===== src/rtl/reg_select_seq_if.sv =====
// Operand-select bus between the instruction/sequencer block and its user.
// master drives instruction load and start; slave returns decoder selects and strobes.
interface reg_select_seq_if #(
  parameter int unsigned DATA_W = 32
);
  logic              ir_load;
  logic [DATA_W-1:0] instr_in;
  logic              start;
  logic [DATA_W-1:0] ir;
  logic [3:0]        reg_idx;
  logic              rout;
  logic              rin;
  logic              r0_zero;
  logic              c_out;
  logic [DATA_W-1:0] c_sext;
  logic              busy;
  logic              done;

  modport master (
    output ir_load, instr_in, start,
    input  ir, reg_idx, rout, rin, r0_zero, c_out, c_sext, busy, done
  );

  modport slave (
    input  ir_load, instr_in, start,
    output ir, reg_idx, rout, rin, r0_zero, c_out, c_sext, busy, done
  );
endinterface


===== src/rtl/reg_select_seq.sv =====
// Instruction register plus operand sequencer feeding the 4-to-16 register decoder.
// Steps through Rb/Rc/immediate/Ra one per cycle with registered strobes.
module reg_select_seq #(
  parameter int unsigned DATA_W = 32,
  parameter int unsigned C_W    = 19
) (
  input logic             clk_i,
  input logic             clr_i,
  reg_select_seq_if.slave bus_io
);

  typedef enum logic [2:0] {StIdle, StRdB, StRdC, StImm, StWrA, StDone} state_e;

  state_e            state_q, state_d;
  logic [DATA_W-1:0] ir_q, ir_d;
  logic [3:0]        reg_idx_q, reg_idx_d;
  logic              rout_q, rout_d;
  logic              rin_q, rin_d;
  logic              c_out_q, c_out_d;
  logic              done_q, done_d;
  logic              busy_q, busy_d;
  logic [1:0]        op_class;

  // ir_d equals ir_q outside IDLE, so this also serves the mid-sequence branch.
  assign op_class = ir_d[31:30];

  always_comb begin
    ir_d    = ir_q;
    state_d = state_q;
    unique case (state_q)
      StIdle: begin
        if (bus_io.ir_load) ir_d = bus_io.instr_in;
        if (bus_io.start) state_d = (op_class == 2'b11) ? StDone : StRdB;
      end
      StRdB: begin
        unique case (op_class)
          2'b00:   state_d = StRdC;
          2'b01:   state_d = StImm;
          default: state_d = StWrA;
        endcase
      end
      StRdC:   state_d = StWrA;
      StImm:   state_d = StWrA;
      StWrA:   state_d = StDone;
      StDone:  state_d = StIdle;
      default: state_d = StIdle;
    endcase
  end

  // Outputs are decoded from the next state so they appear registered with it.
  always_comb begin
    reg_idx_d = 4'd0;
    rout_d    = 1'b0;
    rin_d     = 1'b0;
    c_out_d   = 1'b0;
    done_d    = 1'b0;
    busy_d    = (state_d != StIdle);
    unique case (state_d)
      StRdB: begin
        reg_idx_d = ir_d[22:19];
        rout_d    = 1'b1;
      end
      StRdC: begin
        reg_idx_d = ir_d[18:15];
        rout_d    = 1'b1;
      end
      StImm:   c_out_d = 1'b1;
      StWrA: begin
        reg_idx_d = ir_d[26:23];
        rin_d     = 1'b1;
      end
      StDone:  done_d = 1'b1;
      default: ;
    endcase
  end

  always_ff @(posedge clk_i) begin
    if (clr_i) begin
      state_q   <= StIdle;
      ir_q      <= '0;
      reg_idx_q <= 4'd0;
      rout_q    <= 1'b0;
      rin_q     <= 1'b0;
      c_out_q   <= 1'b0;
      done_q    <= 1'b0;
      busy_q    <= 1'b0;
    end else begin
      state_q   <= state_d;
      ir_q      <= ir_d;
      reg_idx_q <= reg_idx_d;
      rout_q    <= rout_d;
      rin_q     <= rin_d;
      c_out_q   <= c_out_d;
      done_q    <= done_d;
      busy_q    <= busy_d;
    end
  end

  assign bus_io.ir      = ir_q;
  assign bus_io.reg_idx = reg_idx_q;
  assign bus_io.rout    = rout_q;
  assign bus_io.rin     = rin_q;
  assign bus_io.c_out   = c_out_q;
  assign bus_io.done    = done_q;
  assign bus_io.busy    = busy_q;
  assign bus_io.r0_zero = rout_q & (reg_idx_q == 4'd0);
  assign bus_io.c_sext  = {{(DATA_W - C_W){ir_q[C_W-1]}}, ir_q[C_W-1:0]};

endmodule


===== src/flat_wrapper.sv =====
// flat-port wrapper written by rule: the top's interface ports become plain ports
module reg_select_seq_flat 
#(
  parameter int unsigned DATA_W = 32,
  parameter int unsigned C_W    = 19
)
  (clk_i, clr_i, bus_io_ir_load, bus_io_instr_in, bus_io_start, bus_io_ir, bus_io_reg_idx, bus_io_rout, bus_io_rin, bus_io_r0_zero, bus_io_c_out, bus_io_c_sext, bus_io_busy, bus_io_done);
  reg_select_seq_if #(.DATA_W(DATA_W)) bus_io_i ();
  input logic clk_i;
  input logic clr_i;
  input wire logic [$bits(bus_io_i.ir_load)-1:0] bus_io_ir_load;
  input wire logic [$bits(bus_io_i.instr_in)-1:0] bus_io_instr_in;
  input wire logic [$bits(bus_io_i.start)-1:0] bus_io_start;
  output wire logic [$bits(bus_io_i.ir)-1:0] bus_io_ir;
  output wire logic [$bits(bus_io_i.reg_idx)-1:0] bus_io_reg_idx;
  output wire logic [$bits(bus_io_i.rout)-1:0] bus_io_rout;
  output wire logic [$bits(bus_io_i.rin)-1:0] bus_io_rin;
  output wire logic [$bits(bus_io_i.r0_zero)-1:0] bus_io_r0_zero;
  output wire logic [$bits(bus_io_i.c_out)-1:0] bus_io_c_out;
  output wire logic [$bits(bus_io_i.c_sext)-1:0] bus_io_c_sext;
  output wire logic [$bits(bus_io_i.busy)-1:0] bus_io_busy;
  output wire logic [$bits(bus_io_i.done)-1:0] bus_io_done;
  assign bus_io_i.ir_load = bus_io_ir_load;
  assign bus_io_i.instr_in = bus_io_instr_in;
  assign bus_io_i.start = bus_io_start;
  assign bus_io_ir = bus_io_i.ir;
  assign bus_io_reg_idx = bus_io_i.reg_idx;
  assign bus_io_rout = bus_io_i.rout;
  assign bus_io_rin = bus_io_i.rin;
  assign bus_io_r0_zero = bus_io_i.r0_zero;
  assign bus_io_c_out = bus_io_i.c_out;
  assign bus_io_c_sext = bus_io_i.c_sext;
  assign bus_io_busy = bus_io_i.busy;
  assign bus_io_done = bus_io_i.done;
  reg_select_seq #(.DATA_W(DATA_W), .C_W(C_W)) u_core (.clk_i(clk_i), .clr_i(clr_i), .bus_io(bus_io_i));
endmodule

===== config.mk =====
export PLATFORM = sky130hd
export DESIGN_NAME = reg_select_seq_flat
export DESIGN_NICKNAME = d
export VERILOG_FILES = /design/src/rtl/reg_select_seq_if.sv /design/src/rtl/reg_select_seq.sv /design/src/flat_wrapper.sv
export SDC_FILE = /design/constraint.sdc
export NUM_CORES = 1
export LEC_CHECK = 0
export BUFFER_PORTS_ARGS = -buffer_cell sky130_fd_sc_hd__buf_2
export CAP_MARGIN = 20
export CORE_MARGIN = 2
export CORE_UTILIZATION = 40
export CTS_BUF_LIST = sky130_fd_sc_hd__clkbuf_2
export DETAILED_ROUTE_END_ITERATION = 10
export PLACE_DENSITY = 0.74
export SLEW_MARGIN = 40
export SYNTH_ARGS = -nofsm -noshare
export SYNTH_HDL_FRONTEND = slang
export SYNTH_SLANG_ARGS = --single-unit

===== constraint.sdc =====
create_clock -name clk_i -period 4.2 [get_ports clk_i]
set_input_delay 0 -clock clk_i [delete_from_list [all_inputs] [get_ports clk_i]]
set_output_delay 0 -clock clk_i [all_outputs]
set_load 0.02 [all_outputs]

Word-level counts from Yosys, hierarchy flattened
Cells that the tools add are included.
{"block": "word_totals", "elab_cells": 39, "n_memories": 0, "romBits": 0, "output_inout_bits": 74, "ramBits": 0, "latch_bits": 0, "ff_bits": 44, "input_bits": 36}
{"block": "op_classes", "mux": 11, "n_mul": 0, "eq_ne": 11, "div_mod_pow": 0, "addsub": 0, "n_reduce_logical": 7, "magnitude_cmp": 0, "shift": 0, "bitwise": 1}
{"op": "32-bit 2-to-1 mux", "count": 2}
{"op": "3-bit by 2-bit == test with 1-bit output, second input constant", "count": 4}
{"op": "3-bit one-hot mux with 4 select lines", "count": 1}
{"op": "4-bit one-hot mux with 3 select lines", "count": 1}
{"op": "3-bit == test, second input constant", "count": 3}
{"op": "3-bit by 1-bit == test with 1-bit output, second input constant", "count": 2}
{"op": "3-bit 2-to-1 mux", "count": 2}
{"op": "3-bit one-hot mux with 2 select lines", "count": 1}
{"op": "4-bit zero test", "count": 1}
{"op": "1-bit 2-to-1 mux", "count": 4}
{"op": "2-bit OR reduction", "count": 2}
{"op": "3-bit zero test", "count": 1}
{"op": "3-bit nonzero test", "count": 1}
{"op": "2-bit by 1-bit == test with 1-bit output, second input constant", "count": 1}
{"op": "2-bit == test, second input constant", "count": 1}
{"op": "2-bit zero test", "count": 1}
{"op": "2-bit AND reduction", "count": 1}
{"op": "1-bit bitwise AND", "count": 1}

Longest topological paths before layout
{"block": "depth", "ltp_word": 9, "depth_mapped": 7, "ltp_nobuf": 4}

Worst setup path after synthesis
Ideal clock, no wire load.
{"block": "synth_timing", "path_kind": "register -> register", "startpoint": "register u_core.state_q[0]", "endpoint": "register u_core.reg_idx_q[0], in the netlist u_core.bus_io.reg_idx[0]", "t_required_ns": 4.086, "stages_incl_launch_ff": 7, "arrival_time_ns": 1.482, "setup_slack_ns": 2.604, "setup_ns": 0.114, "period_less_slack_ns": 1.596, "path_buffers": 2, "cell_sequence": "dfxtp_1 > buf_6 > nor4b_4 > buf_6 > mux2i_1 > o22ai_1 > a21o_1"}
{"block": "synth_via", "elab_chain_len": 8, "word_cells_on_any_way": 18, "cone_classes": "eq/ne: 9; mux: 6; reduce/logical: 3"}
{"element": "start, declared", "line_no": "reg_select_seq.sv:14", "rtl": "state_e state_q, state_d;"}
{"element": "start signal, assigned", "line_no": "reg_select_seq.sv:79", "rtl": "state_q <= StIdle;"}
{"element": "start signal, assigned", "line_no": "reg_select_seq.sv:88", "rtl": "state_q <= state_d;"}
{"element": "3-bit zero test", "line_no": "reg_select_seq.sv:30", "rtl": "unique case (state_q)"}
{"element": "32-bit 2-to-1 mux", "line_no": "reg_select_seq.sv:30"}
{"element": "2-bit == test", "line_no": "reg_select_seq.sv:33", "rtl": "if (bus_io.start) state_d = (op_class == 2'b11) ? StDone : StRdB;"}
{"element": "3-bit 2-to-1 mux (2 in series)", "line_no": "reg_select_seq.sv:33"}
{"element": "3-bit one-hot mux with 4 select lines", "line_no": "reg_select_seq.sv:30"}
{"element": "3-bit == test (tied with other cells)", "line_no": "reg_select_seq.sv:58", "rtl": "unique case (state_d)"}
{"element": "4-bit one-hot mux with 3 select lines *", "line_no": "reg_select_seq.sv:58"}
{"element": "end signal, assigned", "line_no": "reg_select_seq.sv:90", "rtl": "reg_idx_q <= reg_idx_d;"}
{"element": "end, declared", "line_no": "reg_select_seq.sv:16", "rtl": "logic [3:0] reg_idx_q, reg_idx_d;"}
Every way passes the cells marked *; elsewhere a longest branch is shown, timed or not.
A chain may end at the register's enable or synchronous reset.

Worst setup path in the final report
{"block": "layout_timing", "startpoint": "register u_core.state_q[0]", "endpoint": "register u_core.reg_idx_q[2], in the netlist u_core.bus_io.reg_idx[2]"}
Same word-level chain as after synthesis.

==> impl_metrics.json <==
{
  "vias_per_cell": 4.68,
  "synth_xor_xnor_area_share_pct": 0,
  "stdcell_count": 377,
  "cp_num_buf_inv": 2,
  "synth_compound_area_share_pct": 11.7,
  "area_growth_pct": 37.5,
  "pwr_density_cell_nw_per_um2": 371,
  "numCtsBuffers": 5,
  "path_max_fanout": 15,
  "syn_avg_cell_area_um2": 8.73,
  "dpl.hpwl_mm": 3.04,
  "maxSlewHeadroom_pct": 50.1,
  "clkSinkCount": 44,
  "rows": 24,
  "slew_violations": 0,
  "fin_crit_sh_pct": 47.9,
  "antenna_left": 0,
  "grtUsageTotal_pct": 17.3,
  "r2r_start": "u_core.state_q[0]",
  "dieHeight_um": 72.7,
  "synth_top_family_by_area": "buffers and inverters",
  "grt_first_pass_wirelength_mm": 7.11,
  "clkLatencyLatePin_ns": 0.42,
  "syn_nets": 252,
  "grt_max_degree": 37,
  "synth.area.mux_share_pct": 5.91,
  "status": "finished, final reports clean",
  "cts_tree": "yes",
  "cts_max_path_buffers": 2,
  "min_from": "bus_io_start",
  "initial_core_util_pct": 42.4,
  "finalCriticalPeriod_ns": 2.01,
  "first_global_vias": 1545,
  "crit_path_top_delay_cell": "nor4b_4",
  "cts-root-buf": "clkbuf_2",
  "drt_pass1_iterations": 4,
  "netlist_area_um2": 1890,
  "routed_wl_mm": 4.69,
  "end_kind": "flip-flop",
  "postCtsSetupBuffers": 0,
  "worst_slew_pin_slew_ns": 0.748,
  "tns_ns": 0,
  "place_area_um2": 2190,
  "hp-class": "in2reg",
  "synthCells": 216,
  "grt_setup_unrepaired": "false",
  "crit_required_ns": 4.56,
  "crit_family": "simple AND/OR/NAND/NOR gates",
  "hold_violations": 0,
  "max_stage_delay_ns": 0.51,
  "yosysUniqueCellTypes": 27,
  "drive_gt1_share_pct": 37.2,
  "core-area_um2": 4440,
  "htree_num_levels": 2,
  "ys_seq_area_share_pct": 46.7,
  "synth_adder_area_share_pct": 0,
  "skew_ns": 0.0243,
  "grt_overflow": 0,
  "num-fill-cells": 384,
  "crit_type": "reg2reg",
  "leakagePower_nw": 1.38,
  "gp_congestion": 0.732,
  "io_buffers": 109,
  "ios": 110,
  "n_antenna_cell": 0,
  "layout_setup_ws_ns": 2.19,
  "path_clk_slew_ns": 0.24,
  "fmax_ghz": 0.497,
  "synthSimpleGateAreaFrac_pct": 17.5,
  "finalInstanceArea_um2": 2590,
  "crit_start": "u_core.state_q[0]",
  "synth_warnings": 0,
  "fin_nets": 360,
  "ir_worst_vdd_uv": 207,
  "hold_slack_ns": 0.0389,
  "dr.first_iter.drc_count": 58,
  "drcViolationCount": 0,
  "dp.cells": 336,
  "ys_seq_elements": 44,
  "start_kind": "flip-flop",
  "crit_arrival_ns": 2.37,
  "dieArea_um2": 5280,
  "die_w_um": 72.7,
  "pre_cts_slack_ns": 2.16,
  "post_drt_wl_per_cell_um": 12.4,
  "via_count": 1766,
  "maxCapViolations": 0,
  "crit_chain": "nor4b_4 > buf_6 > buf_4 > mux2i_1 > o22ai_1 > a21o_1",
  "antenna_found_initial": 0,
  "finalSetupViolCount": 0
}
-- logic make-up (layout without fill, tap and decap cells) --
| logic type | Yosys count | count (layout) |
|---|---|---|
| flops | 44 | 44 |
| simple gates | 73 | 73 |
| mux | 11 | 11 |
| buf+inv | 49 | 158 |
| compound gates | 39 | 39 |
-- per-layer routing --
layer  vias to the layer above  part of all wire [%]  track usage (%)  routed length (um)
met4                         0                   1.5             6.58                  70
met2                        79                    48             29.3                2240
met3                         8                   8.1             5.25                 379
met5                         -                     0                0                   0
met1                       784                    43             20.6                2010
li1                        895                     -                -                   -
-- cells in the mapped netlist --
cell / count / area (um^2)
buf_4: 34 / 255
inv_1: 6 / 22.5
nand3_1: 1 / 5.00
nor4_1: 1 / 6.26
a21oi_1: 27 / 135
buf_1: 1 / 3.75
a21o_1: 4 / 30.0
nand3b_1: 2 / 15.0
or3_1: 2 / 12.5
o2bb2ai_1: 1 / 8.76
nor2_1: 12 / 45.0
mux2_2: 1 / 11.3
o21ai_0: 1 / 5.00
nor4b_4: 1 / 23.8
nor2b_1: 2 / 12.5
dfxtp_1: 44 / 881
mux2i_1: 10 / 100
o22ai_1: 4 / 25.0
nand2_1: 49 / 184
or4b_1: 1 / 10.0
and2_1: 1 / 6.26
nor4b_1: 1 / 8.76
clkbuf_1: 3 / 11.3
o2111ai_1: 1 / 8.76
o32ai_1: 1 / 8.76
buf_6: 4 / 45.0
buf_2: 1 / 5.00
-- area by class of cell --
cell class | count | area (um^2) | area share (%)
Multi-Input combinational cell | 123 | 662 | 25.5
Timing Repair Buffer | 144 | 895 | 34.5
Inverter | 6 | 22.5 | 0.869
Clock inverter | 3 | 42.5 | 1.64
Clock buffer | 5 | 25.0 | 0.965
Sequential cell | 44 | 881 | 34.0
Tap cell | 52 | 65.1 | 2.51
-- per-stage QoR --
stage	util [%]	power, mW
after floorplan	-	0.661
after global placement	49.1	0.702
after detailed placement	49.4	0.707
after CTS	58.1	0.966
after global routing	58.3	1.01
final	58.3	0.962
-- worst register-to-register path, delay by kind of cell, from the launching register on --
| kind | cells | cell delay, ns |
|---|---|---|
| AOI/OAI and AO/OA | 2 | 0.28 |
| buffers and inverters | 2 | 0.46 |
| DFF | 1 | 0.44 |
| muxes | 1 | 0.28 |
| and+or+nand+nor | 1 | 0.51 |
-- what timing repair did --
item                      CTS  global route
hold endpoints to repair   37             1
hold buffers               32             1
gates resized for setup     0             0
-- final timing paths --
path / slack (ns) / cells past startpoint / to
setup / recovery: 2.19 / 6 / u_core.bus_io.reg_idx[2]
hold / removal: 0.04 / 4 / u_core.bus_io.rout
setup reg to reg: 2.19 / 6 / u_core.bus_io.reg_idx[2]
hold reg to reg: 0.47 / 2 / u_core.bus_io.ir[27]
-- flip-flops by register name, indices dropped and copies added, names as in the netlist --
signal	cells
u_core.state_q	3
u_core.bus_io.done	1
u_core.bus_io.rout	1
u_core.bus_io.reg_idx	4
u_core.bus_io.c_out	1
u_core.bus_io.busy	1
u_core.bus_io.ir	32
u_core.bus_io.rin	1
-- cell usage in the layout, fill, tap and decap left out, types with 5 or more instances in the layout --
master / synthesis / routed
nor2_1: 12 / 12
nand2_1: 49 / 49
dlygate4sd3_1: 0 / 33
dfxtp_1: 44 / 44
buf_2: 1 / 109
mux2i_1: 10 / 10
a21oi_1: 27 / 27
clkbuf_2: 0 / 5
inv_1: 6 / 6
-- power by group --
| group | internal, mW | total (mW) | switching [mW] |
|---|---|---|---|
| clock network | 0.0993 | 0.240 | 0.141 |
| registers | 0.449 | 0.472 | 0.0226 |
| logic | 0.102 | 0.250 | 0.149 |
| total | 0.650 | 0.962 | 0.312 |
(Power assumes the default switching activity.)
